<file path="src/rtl/alu_issue_sched.sv">
// Round-robin per-warp issue scheduler feeding the ALU through a single-entry output register.
// A warp that issues a branch is held off until branch control reports the branch resolved.
module alu_issue_sched #(
    parameter int NUM_WARPS = 4,
    parameter int DATAW     = 128,
    parameter int NW_BITS   = $clog2(NUM_WARPS)
) (
    input  logic                       clk,
    input  logic                       reset_n,
    input  logic [NUM_WARPS-1:0]       req_valid,
    input  logic [NUM_WARPS-1:0]       req_is_br,
    input  logic [NUM_WARPS*DATAW-1:0] req_data,
    output logic [NUM_WARPS-1:0]       req_ready,
    output logic                       out_valid,
    input  logic                       out_ready,
    output logic [NW_BITS-1:0]         out_wid,
    output logic                       out_is_br,
    output logic [DATAW-1:0]           out_data,
    input  logic                       br_valid,
    input  logic [NW_BITS-1:0]         br_wid,
    output logic [NUM_WARPS-1:0]       br_pend,
    output logic                       idle
);

    logic [NW_BITS-1:0]   rr_ptr;
    logic [NUM_WARPS-1:0] eligible;
    logic                 load_en;
    logic                 grant_vld_p0;
    logic [NW_BITS-1:0]   grant_wid_p0;
    logic                 grant_br_p0;
    logic [DATAW-1:0]     grant_data_p0;
    logic [NUM_WARPS-1:0] pend_nxt;

    assign eligible = req_valid & ~br_pend;
    assign load_en  = ~out_valid | out_ready;
    assign idle     = ~out_valid & ~|br_pend;

    // Scan starting at rr_ptr; NUM_WARPS is a power of two so the index wraps for free.
    always_comb begin
        logic [NW_BITS-1:0] idx;
        idx          = '0;
        grant_vld_p0 = 1'b0;
        grant_wid_p0 = '0;
        if (load_en) begin
            for (int i = 0; i < NUM_WARPS; i++) begin
                idx = rr_ptr + NW_BITS'(i);
                if (!grant_vld_p0 && eligible[idx]) begin
                    grant_vld_p0 = 1'b1;
                    grant_wid_p0 = idx;
                end
            end
        end
    end

    always_comb begin
        req_ready     = '0;
        grant_br_p0   = req_is_br[grant_wid_p0];
        grant_data_p0 = req_data[grant_wid_p0*DATAW +: DATAW];
        if (grant_vld_p0) begin
            req_ready = NUM_WARPS'(1) << grant_wid_p0;
        end
    end

    // Clear is applied first so a same-warp set in the same cycle wins.
    always_comb begin
        pend_nxt = br_pend;
        if (br_valid) begin
            pend_nxt[br_wid] = 1'b0;
        end
        if (grant_vld_p0 && grant_br_p0) begin
            pend_nxt[grant_wid_p0] = 1'b1;
        end
    end

    // ---- p0 -> output stage boundary ----
    always_ff @(posedge clk or negedge reset_n) begin
        if (!reset_n) begin
            out_valid <= 1'b0;
            out_wid   <= '0;
            out_is_br <= 1'b0;
            out_data  <= '0;
            br_pend   <= '0;
            rr_ptr    <= '0;
        end else begin
            br_pend <= pend_nxt;
            if (load_en) begin
                out_valid <= grant_vld_p0;
            end
            if (grant_vld_p0) begin
                out_wid   <= grant_wid_p0;
                out_is_br <= grant_br_p0;
                out_data  <= grant_data_p0;
                rr_ptr    <= grant_wid_p0 + NW_BITS'(1);
            end
        end
    end

endmodule

</file>
<file path="config.mk">
export PLATFORM = sky130hd
export DESIGN_NAME = alu_issue_sched
export DESIGN_NICKNAME = d
export VERILOG_FILES = /design/src/rtl/alu_issue_sched.sv
export SDC_FILE = /design/constraint.sdc
export NUM_CORES = 1
export LEC_CHECK = 0
export CORE_AREA = 2 2 258 260
export DETAILED_ROUTE_END_ITERATION = 7
export DIE_AREA = 0 0 260 262
export HOLD_SLACK_MARGIN = 0.1
export PLACE_DENSITY_LB_ADDON = 0.08
export SLEW_MARGIN = 20
export SYNTH_ARGS = -nofsm -noshare
export SYNTH_HDL_FRONTEND = slang
export SYNTH_SLANG_ARGS = --single-unit
</file>
<file path="constraint.sdc">
create_clock -name clk -period 2 [get_ports clk]
set_input_delay 0.4 -clock clk [delete_from_list [all_inputs] [get_ports clk]]
set_output_delay 0.4 -clock clk [all_outputs]
set_load 0.05 [all_outputs]
</file>
==> results of run 1 <==
synthesized netlist by cell type, types with 3 or more instances:
library cell  instances
dfrtp_1             138
o21ai_0             135
nand3_1             133
a21oi_1             130
a221o_1             128
o22a_1              128
clkbuf_1             92
buf_2                31
nand2_1              10
nor2_1                7
nor2b_1               6
nand2b_1              4
buf_1                 3
nor3_1                3
final timing paths:
| path | from | endpoint | slack, ns | cells past startpoint |
|---|---|---|---|---|
| min in group clk | out_wid[0] | out_wid[0] | 0.49 | 2 |
| worst max register to register | br_pend[0] | out_data[1] | -0.35 | 10 |
| worst min-delay path | reset_n | out_data[4] | 0.39 | 2 |
| worst max-delay path | req_valid[2] | req_ready[3] | -0.50 | 8 |
| max in group asynchronous | reset_n | out_data[33] | 0.95 | 3 |
| worst min register to register | out_wid[0] | out_wid[0] | 0.49 | 2 |
layer usage:
metal | vias up | wire, microns | GRT usage [%]
met3 | 61 | 4422 | 4.919
met4 | 6 | 1168 | 5.396
li1 | 5517 | - | -
met1 | 6160 | 29180 | 23.51
met5 | - | 26 | 0
met2 | 466 | 36550 | 35.04
kinds of logic after synthesis:
family	Yosys count	share of synthesized area [%]
buffers and inverters	129	6.135
AND/OR/NAND/NOR	173	10.13
flip-flops	138	39.38
AO/OA/AOI/OAI	539	44.36
flip-flops by register name, summed over array words and instances, names as in the netlist:
register / cells
out_data: 128
br_pend: 4
out_wid: 2
rr_ptr: 2
out_is_br: 1
out_valid: 1
worst reg2reg max path: stages (launching register included):
cell	delay, ns
dfrtp_2	0.47
buf_6	0.15
nor4b_4	0.32
nor3_4	0.09
buf_4	0.15
buf_6	0.12
buf_12	0.15
buf_12	0.14
buf_16	0.14
a221o_1	0.34
o22a_1	0.18
area by class of cell:
type	instances	area share (%)
timing repair buffer	888	48.58
multi-input combinational	712	25.48
sequential	138	17.57
tap	864	5.487
clock buffer	23	2.324
clock inverter	7	0.4827
antenna	5	0.06351
inverter	1	0.01905
where the power goes:
part / switching (W) / internal, W
sequential: 0.000920 / 0.00423
combinational: 0.0140 / 0.0101
clock: 0.00147 / 0.00185
metrics by stage:
stage / total power [W] / std cells / worst slack [ns]
finish: 0.03253 / 2638 / -0.5032
global placement: 0.02658 / 2538 / -0.8552
detailed placement: 0.02656 / 2538 / -0.8268
CTS: 0.03214 / 2616 / -0.5940
floorplan: 0.01632 / 979 / -0.2829
global route: 0.03422 / 2636 / -0.5820
repair_timing:
item / in CTS / in global routing
pin swaps: 118 / 40
endpoints found under the setup margin: 194 / 140
buffers inserted: 31 / 11
hold endpoints to repair: 26 / 0
gates resized for setup: 121 / 22
cloned: 20 / 11
hold buffers: 1 / 0
==> impl_metrics.tcl, run 1 <==
set metrics [dict create \
    yosysUniqueCellTypes 42 \
    cts_root_buffer "clkbuf_16" \
    clkTransAtPathRegs_ns 0.07 \
    cts_buffers 17 \
    crit_chain "clkdlybuf4s50_1, nor2b_2, buf_4, a211oi_2, o211ai_4, buf_6, nor3_4, buf_6" \
    cpPeakStageDelay_ns 0.43 \
    worstSetupEndpointType "output pin" \
    clockBufferDepth 2 \
    cts_tree "yes" \
    fill_cells 6867 \
    min_path_type "in2async" \
    final_cell_mix "clkdlybuf4s50_1, buf_4, o21ai_0, dfrtp_1, nand3_1" \
    post_drt_wl_per_cell_microns 27.04 \
    relSlewSlack_pct 64.04 \
    final_nets 2284 \
    clkLatencyLatePin_ns 0.49 \
    crit_family "buffers and inverters" \
    finClkSkew_ns 0.01842 \
    htree_num_levels 4 \
    dr.pass1.iters 6 \
    synthesis.yosys.warnings 0 \
    final-max-slew-violation-count 0 \
    crit_type "in2out" \
    period_minus_slack_ns 2.503 \
    antenna_found_initial 7 \
    ir_drop_mv 0.5777 \
    crit_path_top_delay_cell "clkdlybuf4s50_1" \
    ys.flop_type "dfrtp_1" \
    placed_cell_area_sq_um 17790 \
    setup_tns_ns -34.33 \
    wirelength_mm 71.34 \
    vias_per_cell 4.629 \
    drt_iter0_drc 669 \
    multiInputGateArea_sq_um 5020 \
    synthTopCellsByArea "dfrtp_1, a221o_1, o22a_1, o21ai_0, nand3_1" \
    synth_area_leader_cell "dfrtp_1" \
    synth_cells 979 \
    synth_seq_cells 138 \
    status "complete, but fails checks" \
    io_pins 667 \
    final_core_util_pct 30.18 \
    layout_setup_ws_ns -0.5032 \
    die_width_microns 260 \
    min_period_over_period_pct 125.2 \
    cp-start-kind "input port" \
    syn_area_sq_um 8770 \
    track_usage_pct 19.72 \
    syn_nets 1505 \
    cts_sinks 138 \
    required_ns 1.60 \
    clock.fmax_ghz 0.3995 \
    gp_congestion 0.8387 \
    regArea_sq_um 3461 \
    finalSetupViolations 137 \
    start_util_pct 13.43 \
    power.leakage_nw 7.745 \
    power.density_nw_per_um2 1651 \
    drcViolationCount 0 \
    first_global_vias 12877 \
    crit_path_frequent_cell "buf_6" \
    area_growth_pct 124.7 \
    synth_edf_count 0 \
    final_common_cell "clkdlybuf4s50_1" \
    grt_pass1_wl_mm 96.10 \
    arrival_ns 2.10 \
    fp.dieH_microns 262 \
    crit_buf_inv 4 \
    maxCapViolCount 0 \
    num_rows 94 \
    violations "setup timing" \
    synth_area_per_cell_sq_um 8.958 \
    drive_gt1_share_pct 21.25 \
    ant_nets 0 \
    rsz0062_at_grt "yes" \
    yosysSeqAreaShare_pct 39.38 \
    hold_slack_ns 0.3924 \
    tightest_slew_ns 0.5415 \
    synth_largest_type_area_fraction_pct 39.38 \
    grt_max_degree 62 \
    hold_viol 0 \
    core_sq_um 65280 \
    port_buffers 666 \
    place_hpwl_mm 49.71 \
    async_reset_ff_share_pct 100.0 \
    fin_area_sq_um 19700 \
    cp_max_fo 4 \
    grt_remaining_overflow 0 \
    die-area_sq_um 68120 \
    vias 12210 \
]
No activity file was read; power rests on OpenSTA's default activity.
==> inputs of run 2 (changes only) <==
--- a/config.mk
+++ b/config.mk
@@ -9,7 +9,7 @@
 export DETAILED_ROUTE_END_ITERATION = 7
 export DIE_AREA = 0 0 260 262
 export HOLD_SLACK_MARGIN = 0.1
-export PLACE_DENSITY_LB_ADDON = 0.08
+export PLACE_DENSITY_LB_ADDON = 0.3
 export SLEW_MARGIN = 20
 export SYNTH_ARGS = -nofsm -noshare
 export SYNTH_HDL_FRONTEND = slang
==> impl_metrics.tcl, run 2 (synthesis results as in run 1) <==
set metrics [dict create \
    status "complete, but fails checks" \
    violations "setup timing" \
    power.leakage_nw 7.795 \
    gp_congestion 0.8647 \
    fp.dieH_microns 262 \
    ant_nets 0 \
    rsz0062_at_grt "yes" \
    top_register "out_data" \
    port_buffers 666 \
    final_core_util_pct 30.43 \
    clockBufferDepth 2 \
    vias_per_cell 4.743 \
    place_hpwl_mm 45.36 \
    clkTransAtPathRegs_ns 0.08 \
    relSlewSlack_pct 62.46 \
    drt_iter0_drc 943 \
    drcViolationCount 0 \
    first_global_vias 12875 \
    cts_root_buffer "clkbuf_16" \
    ir_drop_mv 0.5847 \
    worstSetupEndpointType "output pin" \
    die_width_microns 260 \
    final_common_cell "clkdlybuf4s50_1" \
    dr.pass1.iters 8 \
    arrival_ns 2.08 \
    track_usage_pct 18.00 \
    grt_max_degree 72 \
    hold_viol 0 \
    grt_pass1_wl_mm 88.30 \
    htree_num_levels 4 \
    r2r_setup_slack_ns -0.30 \
    wirelength_mm 67.56 \
    clock.fmax_ghz 0.4036 \
    layout_setup_ws_ns -0.4775 \
    largest_register_ffs 128 \
    finClkSkew_ns 0.02166 \
    core_sq_um 65280 \
    clkLatencyLatePin_ns 0.48 \
    cts_tree "yes" \
    antenna_found_initial 16 \
    final_cell_mix "clkdlybuf4s50_1, buf_4, nand3_1, dfrtp_1" \
    fin_area_sq_um 19860 \
    finalSetupViolations 137 \
    start_util_pct 13.43 \
    crit_type "reg2out" \
    required_ns 1.60 \
    drive_gt1_share_pct 22.30 \
    io_pins 667 \
    cts_sinks 138 \
    maxCapViolCount 0 \
    tightest_slew_ns 0.5632 \
    r2r_cells 8 \
    cp-start-kind "flop" \
    grt_remaining_overflow 0 \
    vias 12597 \
    min_path_type "in2async" \
    worstReg2RegStart "br_pend[2]" \
    min_period_over_period_pct 123.9 \
    final_nets 2298 \
    hold_slack_ns 0.4540 \
    cp_max_fo 4 \
    cts_buffers 17 \
    fill_cells 6758 \
    period_minus_slack_ns 2.478 \
    placed_cell_area_sq_um 17700 \
    reg_top3 "out_data x128, br_pend x4" \
    post_drt_wl_per_cell_microns 25.44 \
    r2r-end "out_data[14]" \
    area_growth_pct 126.5 \
    num_rows 94 \
    die-area_sq_um 68120 \
    final-max-slew-violation-count 0 \
    power.density_nw_per_um2 1663 \
]
==> run 2: where the power goes <==
group	internal, W	leakage, nW	switching [W]
Clock	0.00203	0.304	0.00149
Combinational	0.0101	5.90	0.0142
Sequential	0.00423	1.59	0.000981
==> run 2: timing repair <==
item	4_1_cts	5_1_grt
gates cloned	19	11
endpoints found under the setup margin	214	137
resized for setup	164	86
hold buffers	1	0
hold endpoints to repair	31	0
pin swaps	54	73
setup buffers	28	22
==> run 2: routing by layer <==
| layer | routed length (microns) | track usage [%] | vias to the layer above |
|---|---|---|---|
| li1 | - | - | 5563 |
| met1 | 26650 | 21.30 | 6180 |
| met2 | 32960 | 30.44 | 700 |
| met3 | 5206 | 4.639 | 140 |
| met4 | 2643 | 8.477 | 14 |
| met5 | 91 | 0 | - |
==> run 2: worst max-delay path by stage <==
stage | from | endpoint | slack (ns) | cells after the start
5_1_grt | br_pend[2] | req_ready[2] | -0.54 | 7
6_report | br_pend[2] | req_ready[1] | -0.48 | 6
3_3_place_gp | req_valid[0] | out_data[24] | -0.60 | 9
2_1_floorplan | br_pend[1] | req_ready[3] | -0.28 | 6
3_5_place_dp | req_valid[2] | out_data[89] | -0.62 | 9
4_1_cts | br_pend[2] | req_ready[1] | -0.53 | 6
==> run 2: stage by stage <==
stage	std cells	power [W]	setup TNS, ns	setup slack [ns]
2_1_floorplan	979	0.01632	-5.813	-0.2829
3_3_place_gp	2549	0.02563	-71.38	-0.6044
3_5_place_dp	2549	0.02570	-76.16	-0.6220
4_1_cts	2625	0.03206	-38.93	-0.5312
5_1_grt	2651	0.03462	-41.58	-0.5442
6_report	2656	0.03304	-33.48	-0.4775
==> run 2: worst max-delay path, stage by stage, from the launching register on <==
cell,delay [ns]
dfrtp_2,0.46
or3b_4,0.45
o211a_4,0.17
o211ai_4,0.17
buf_12,0.14
nor2_4,0.04
buf_12,0.15
==> run 2: area by class of cell <==
| class | instances | area, sq um | share of cell area [%] |
|---|---|---|---|
| diodes | 7 | 17.52 | 0.08820 |
| clock buffers | 19 | 452.9 | 2.281 |
| clock inverters | 13 | 165.2 | 0.8316 |
| inverters | 1 | 3.754 | 0.01890 |
| multi-input cells | 712 | 5181 | 26.09 |
| flip-flops and latches | 138 | 3462 | 17.43 |
| well taps | 864 | 1081 | 5.443 |
| repair buffers | 902 | 9497 | 47.82 |
==> inputs of run 3 (changes only) <==
--- a/config.mk
+++ b/config.mk
@@ -10,7 +10,6 @@
 export DIE_AREA = 0 0 260 262
 export HOLD_SLACK_MARGIN = 0.1
 export PLACE_DENSITY_LB_ADDON = 0.3
-export SLEW_MARGIN = 20
 export SYNTH_ARGS = -nofsm -noshare
 export SYNTH_HDL_FRONTEND = slang
 export SYNTH_SLANG_ARGS = --single-unit
==> results of run 3 <==
Same layout as run 2: the final DEF is identical, and so are final timing and power.
